### config.mk
export PLATFORM = sky130hd
export DESIGN_NAME = led_rate_decoder
export DESIGN_NICKNAME = d
export VERILOG_FILES = /design/src/rtl/led_rate_pkg.sv /design/src/rtl/led_rate_decoder_sync_edge_det.sv /design/src/rtl/led_rate_decoder.sv
export SDC_FILE = /design/constraint.sdc
export NUM_CORES = 1
export LEC_CHECK = 0
export ABC_AREA = 1
export BUFFER_PORTS_ARGS = -buffer_cell sky130_fd_sc_hd__buf_4
export CAP_MARGIN = 20
export CORE_ASPECT_RATIO = 0.6
export CORE_MARGIN = 3
export CORE_UTILIZATION = 50
export DETAILED_ROUTE_END_ITERATION = 10
export PLACE_DENSITY = 0.73
export SYNTH_ARGS = -nofsm -noshare
export SYNTH_HDL_FRONTEND = slang
export SYNTH_SLANG_ARGS = --single-unit
export TNS_END_PERCENT = 1
### constraint.sdc
create_clock -name clk -period 2.79 [get_ports clk]
set_input_delay 0 -clock clk [delete_from_list [all_inputs] [get_ports clk]]
set_output_delay 0 -clock clk [all_outputs]
set_load 0.1 [all_outputs]
### src/rtl/led_rate_pkg.sv
// Shared types and default constants for the LED blink-rate decoder.
package led_rate_pkg;

    typedef enum logic [1:0] {
        IDLE    = 2'd0,
        MEASURE = 2'd1,
        LOCKED  = 2'd2
    } state_t;

    localparam int unsigned DEF_HALF_BASE = 32'd4;
    localparam int unsigned DEF_TOL_SHIFT = 32'd2;
    localparam int unsigned DEF_TIMEOUT   = 32'd128;

    // Nominal half-period in clocks for rate code k.
    function automatic int unsigned nominal_half(input int unsigned base, input logic [1:0] k);
        return base << k;
    endfunction

endpackage

### src/rtl/led_rate_decoder_sync_edge_det.sv
// Two-flop synchronizer for the asynchronous LED input plus a delay stage;
// toggle pulses for one clock on every rising or falling edge.
module sync_edge_det (
    input  logic clk,
    input  logic rst,
    input  logic din,
    output logic toggle
);

    logic s1_r;
    logic s_r;
    logic d_r;

    // Synchronize din and keep the previous synchronized value for comparison
    always_ff @(posedge clk) begin
        if (!rst) begin
            s1_r <= 1'b0;
            s_r  <= 1'b0;
            d_r  <= 1'b0;
        end else begin
            s1_r <= din;
            s_r  <= s1_r;
            d_r  <= s_r;
        end
    end

    assign toggle = s_r ^ d_r;

endmodule

### src/rtl/led_rate_decoder.sv
// Recovers the 2-bit rate code of a blinking LED by timing its half-periods,
// and flags an LED that has stopped toggling.
module led_rate_decoder
    import led_rate_pkg::*;
#(
    parameter int unsigned HALF_BASE = DEF_HALF_BASE,
    parameter int unsigned TOL_SHIFT = DEF_TOL_SHIFT,
    parameter int unsigned CW        = 16,
    parameter int unsigned LOCK_CNT  = 2,
    parameter int unsigned TIMEOUT   = DEF_TIMEOUT
) (
    input  logic          clk,
    input  logic          rst,
    input  logic          led_in,
    output logic [1:0]    rate_code,
    output logic          rate_valid,
    output logic          stuck,
    output logic [CW-1:0] meas_half
);

    localparam logic [2:0]    LOCK_N    = 3'(LOCK_CNT);
    localparam logic [CW-1:0] TIMEOUT_N = CW'(TIMEOUT);
    localparam logic [CW-1:0] HP_MAX    = {CW{1'b1}};

    logic          edge_s;
    logic [CW-1:0] hp_cnt_r;
    logic [CW:0]   hp_ext_s;
    logic [3:0]    win_s;
    logic          hit_s;
    logic [1:0]    hit_code_s;
    logic          timeout_s;

    state_t        state_r, state_nx;
    logic [1:0]    cand_r, cand_nx;
    logic [2:0]    match_r, match_nx;
    logic [1:0]    code_r, code_nx;
    logic          valid_r, valid_nx;
    logic          stuck_r, stuck_nx;
    logic [CW-1:0] meas_r, meas_nx;

    sync_edge_det u_sync (
        .clk    (clk),
        .rst    (rst),
        .din    (led_in),
        .toggle (edge_s)
    );

    // Half-period counter: restarts at 1 on each edge so it reads H on the next edge
    always_ff @(posedge clk) begin
        if (!rst) begin
            hp_cnt_r <= {CW{1'b0}};
        end else if (edge_s) begin
            hp_cnt_r <= CW'(1);
        end else if (hp_cnt_r != HP_MAX) begin
            hp_cnt_r <= hp_cnt_r + CW'(1);
        end else begin
            hp_cnt_r <= hp_cnt_r;
        end
    end

    assign hp_ext_s  = {1'b0, hp_cnt_r};
    assign timeout_s = (hp_cnt_r == TIMEOUT_N);

    // Window test |H - N_k| <= tol_k, rearranged with one spare bit to avoid underflow
    always_comb begin
        logic [CW:0] nom_v;
        logic [CW:0] tol_v;
        win_s = 4'b0000;
        nom_v = {(CW+1){1'b0}};
        tol_v = {(CW+1){1'b0}};
        for (int k = 0; k < 4; k++) begin
            nom_v    = (CW+1)'(nominal_half(HALF_BASE, 2'(k)));
            tol_v    = nom_v >> TOL_SHIFT;
            win_s[k] = ((hp_ext_s + tol_v) >= nom_v) && (hp_ext_s <= (nom_v + tol_v));
        end
    end

    // Windows never overlap, so a valid hit is exactly one-hot
    always_comb begin
        hit_s      = 1'b1;
        hit_code_s = 2'd0;
        case (win_s)
            4'b0001: hit_code_s = 2'd0;
            4'b0010: hit_code_s = 2'd1;
            4'b0100: hit_code_s = 2'd2;
            4'b1000: hit_code_s = 2'd3;
            default: begin
                hit_s      = 1'b0;
                hit_code_s = 2'd0;
            end
        endcase
    end

    // Lock state machine: next state and next register values
    always_comb begin
        state_nx = state_r;
        cand_nx  = cand_r;
        match_nx = match_r;
        code_nx  = code_r;
        valid_nx = valid_r;
        stuck_nx = stuck_r;
        meas_nx  = meas_r;
        case (state_r)
            IDLE: begin
                // First edge only provides the timing reference
                if (edge_s) begin
                    state_nx = MEASURE;
                    stuck_nx = 1'b0;
                end else begin
                    state_nx = IDLE;
                end
            end
            MEASURE: begin
                if (edge_s) begin
                    meas_nx = hp_cnt_r;
                    if (!hit_s) begin
                        match_nx = 3'd0;
                    end else if ((hit_code_s == cand_r) && (match_r != 3'd0)) begin
                        match_nx = match_r + 3'd1;
                    end else begin
                        cand_nx  = hit_code_s;
                        match_nx = 3'd1;
                    end
                    if (hit_s && (match_nx == LOCK_N)) begin
                        state_nx = LOCKED;
                        code_nx  = cand_nx;
                        valid_nx = 1'b1;
                    end else begin
                        state_nx = MEASURE;
                    end
                end else if (timeout_s) begin
                    state_nx = IDLE;
                    stuck_nx = 1'b1;
                    valid_nx = 1'b0;
                    match_nx = 3'd0;
                end else begin
                    state_nx = MEASURE;
                end
            end
            LOCKED: begin
                if (edge_s) begin
                    meas_nx = hp_cnt_r;
                    if (hit_s && (hit_code_s == cand_r)) begin
                        state_nx = LOCKED;
                    end else if (hit_s) begin
                        state_nx = MEASURE;
                        valid_nx = 1'b0;
                        cand_nx  = hit_code_s;
                        match_nx = 3'd1;
                    end else begin
                        state_nx = MEASURE;
                        valid_nx = 1'b0;
                        match_nx = 3'd0;
                    end
                end else if (timeout_s) begin
                    state_nx = IDLE;
                    stuck_nx = 1'b1;
                    valid_nx = 1'b0;
                    match_nx = 3'd0;
                end else begin
                    state_nx = LOCKED;
                end
            end
            default: begin
                state_nx = IDLE;
                valid_nx = 1'b0;
                match_nx = 3'd0;
            end
        endcase
    end

    // State and output registers with synchronous active-low reset
    always_ff @(posedge clk) begin
        if (!rst) begin
            state_r <= IDLE;
            cand_r  <= 2'd0;
            match_r <= 3'd0;
            code_r  <= 2'd0;
            valid_r <= 1'b0;
            stuck_r <= 1'b0;
            meas_r  <= {CW{1'b0}};
        end else begin
            state_r <= state_nx;
            cand_r  <= cand_nx;
            match_r <= match_nx;
            code_r  <= code_nx;
            valid_r <= valid_nx;
            stuck_r <= stuck_nx;
            meas_r  <= meas_nx;
        end
    end

    assign rate_code  = code_r;
    assign rate_valid = valid_r;
    assign stuck      = stuck_r;
    assign meas_half  = meas_r;

endmodule

==> impl_metrics.tcl <==
set metrics [dict create \
    fin_ws_ns -0.166 \
    cts_made_buffers 5 \
    crit_required_ns 2.99 \
    drv_slew 0 \
    drc 0 \
    async_flop_share_pct 0 \
    diodes 0 \
    gp_congestion 1.05 \
    hold_start "rst" \
    setup_violations 10 \
    ys_warn_count 0 \
    wl_met2_mm 5.59 \
    intPower_mw 1.18 \
    yosysMostFrequentCell "nand2_1" \
    period_minus_slack_ns 2.96 \
    port_buffers 22 \
    synth_seq_cells 46 \
    drt-met1-wl_mm 6.33 \
    grt_pass1_vias 4177 \
    ys_seq_area_share_pct 24.7 \
    highest_layer "met4" \
    wire_per_inst_um 17.0 \
    swShare_pct 28.6 \
    grt-ovfl-total 0 \
    period_share_pct 106 \
    synth_edf_count 0 \
    crit_path_cell_trace "buf_4 -> inv_1 -> buf_4 -> ha_1 -> a211oi_1 -> nor3_1 -> nand2_2 -> nand2_4 -> inv_2 -> nand2_2 -> nand3_1 -> nand2_4 -> and2_4 -> nand2_1 -> nor2_2 -> nand4_1 -> nand2_1 -> nor2_1" \
    hold_depth 3 \
    die_x_um 118 \
    antenna_left 0 \
    powerDensity_nw_per_um2 312 \
    initial_core_util_pct 53.6 \
    synth_top_area_cell "dfxtp_1" \
    clock_skew_ns 0.0142 \
    cts_sinks 46 \
    max_slew.worst_pin.slew_ns 0.490 \
    hpwl_mm 10.2 \
    synth_common_cells "177 x nand2_1, 71 x inv_1, 68 x nor2_1" \
    synthCells 614 \
    synth_area_leaders "dfxtp_1 25%, nand2_1 18%, inv_1 7.1%" \
    rsz0062_at_grt "true" \
    grt_max_degree 34 \
    syn_nets 636 \
    met3_length_mm 1.89 \
    ctsLongestPathBuffers 2 \
    fmax_ghz 0.338 \
    cp.arrival_ns 3.16 \
    drt_iter0_markers 586 \
    crit_type "register to register" \
    rows 23 \
    synthesis.area_sq_um 3730 \
    crit_path_start_kind "register" \
    fp.dieH_um 72.9 \
    critPathSlowestCell "nor3_1" \
    cap_viol_max_count 0 \
    hold_end "u_sync.s_r" \
    hold_violations 0 \
    synth_top_area_share_pct 24.7 \
    drt-pass1-iter-count 5 \
    die_area_sq_um 8570 \
    reg2reg_slack_ns -0.17 \
    cts.clk_slew.worst_paths_ns 0.07 \
    status "finished with violations" \
    grtUsageTotal_pct 31.2 \
    drive_above_1_share_pct 32.6 \
    grt_pass1_wl_mm 21.3 \
    tritoncts "done" \
    tns_ns -1.17 \
    io_pins 23 \
    clock_latency_ns 0.30 \
    vdd_drop_max_v 0.000271 \
    critPathMaxFanout 5 \
    drt-vias-per-instance 5.61 \
    clockPowerShare_pct 42.6 \
    min_path_type "input port to register" \
    core_area_sq_um 6960 \
    syn_avg_cell_area_sq_um 6.08 \
    slew_headroom_pct 67.1 \
    pre_cts_ws_ns -0.299 \
    regToRegEndpoint "rate_code[0]" \
    seq_power_share_pct 41.3 \
    wirelength_mm 14.0 \
    synth_ff_type "dfxtp_1" \
    switchingPower_mw 0.472 \
    violations "negative setup slack" \
    yosys.cell_types.count 37 \
    vias 4631 \
    nets 746 \
    antenna_found_initial 0 \
    reg2regPathDepth 18 \
    leakagePower_nw 2.53 \
    r2r-start "hp_cnt_r[2]" \
    h-tree-depth 2 \
    endpoint_kind "register" \
    cts_root_buf "clkbuf_16" \
    critical-path-max-stage-delay_ns 0.39 \
    synthToLayoutAreaGrowth_pct 41.2 \
    power_frac_comb_pct 16.1 \
]
metal layers:
metal / global-route usage (%) / up-vias
met2: 43.9 / 277
met5: 0 / -
met1: 47.1 / 2119
met3: 9.60 / 27
li1: - / 2208
met4: 5.06 / 0
cells by family after synthesis:
| logic type | after synthesis | synth area share (%) |
|---|---|---|
| AO/OA/AOI/OAI | 82 | 12.0 |
| flip-flops | 46 | 24.7 |
| adder cells (fa/ha/maj) | 19 | 6.37 |
| buffers and inverters | 96 | 11.0 |
| AND/OR/NAND/NOR | 364 | 44.3 |
| XOR/XNOR | 7 | 1.64 |
what timing repair did:
action,CTS,global route
hold endpoints to repair,1,0
resized for setup,33,84
buffers inserted,4,10
endpoints found under the setup margin,10,10
gates cloned,0,1
pin swaps,6,37
hold buffers,1,0
worst max-delay path by stage:
stage	from	slack, ns	cells past startpoint	endpoint
floorplan	hp_cnt_r[3]	0.12	22	rate_valid
global placement	hp_cnt_r[3]	-0.18	21	rate_code[1]
detailed placement	hp_cnt_r[2]	-0.30	22	rate_valid
CTS	hp_cnt_r[4]	0.008	21	rate_code[1]
global route	hp_cnt_r[2]	-0.25	18	rate_code[0]
finish	hp_cnt_r[2]	-0.17	18	rate_code[0]
flip-flops by register name, indices dropped and copies added (netlist names), 2 cells and up:
register,flops
hp_cnt_r,16
state_r,2
meas_half,16
rate_code,2
cand_r,2
match_r,3
per-stage QoR:
step / std cells / utilization (%) / power, mW / cell area (sq um) / hold slack [ns]
2_1_floorplan: 614 / - / 0.844 / 3730 / 0.0976
3_3_place_gp: 801 / 65.5 / 0.913 / 4560 / 0.184
3_5_place_dp: 801 / 65.5 / 0.918 / 4560 / 0.198
4_1_cts: 814 / 69.8 / 1.61 / 4860 / 0.0602
5_1_grt: 825 / 75.7 / 1.69 / 5270 / 0.0922
6_report: 825 / 75.7 / 1.65 / 5270 / 0.0661
cell usage in the layout, fill, tap and decap left out, types with 5 or more instances in the layout:
cell type	n
a21oi_1	31
buf_4	113
buf_6	5
clkbuf_16	6
dfxtp_1	32
dfxtp_2	8
dfxtp_4	6
ha_1	15
inv_1	65
inv_2	7
nand2_1	157
nand2_2	21
nand2_4	8
nand3_1	48
nand3_4	7
nand4_1	25
nor2_1	56
nor2_2	12
nor2_4	14
o21ai_0	28
xor2_1	5
final cells by class:
| cell class | count | area [sq um] |
|---|---|---|
| fill | 550 | 1690 |
| multi-input combinational | 472 | 2730 |
| sequential | 46 | 953 |
| timing repair buffer | 123 | 995 |
| clock inverter | 3 | 43.8 |
| inverter | 76 | 294 |
| tap | 100 | 125 |
| clock buffer | 5 | 125 |
critical path: cells and delay by family (launching register included):
family / cells / cell delay, ns
adders and majority gates: 1 / 0.15
and+or+nand+nor: 12 / 1.66
buffers and inverters: 4 / 0.61
AOI/OAI and AO/OA: 1 / 0.05
DFF: 1 / 0.37
power groups by stage:
stage          clock, mW  sequential (mW)  combinational, mW
2_1_floorplan          0            0.748             0.0952
3_3_place_gp           0            0.696              0.217
3_5_place_dp           0            0.697              0.221
4_1_cts            0.702            0.682              0.226
5_1_grt            0.728            0.682              0.280
6_report           0.701            0.680              0.266
Note: power is estimated with default switching activity, not from simulation.
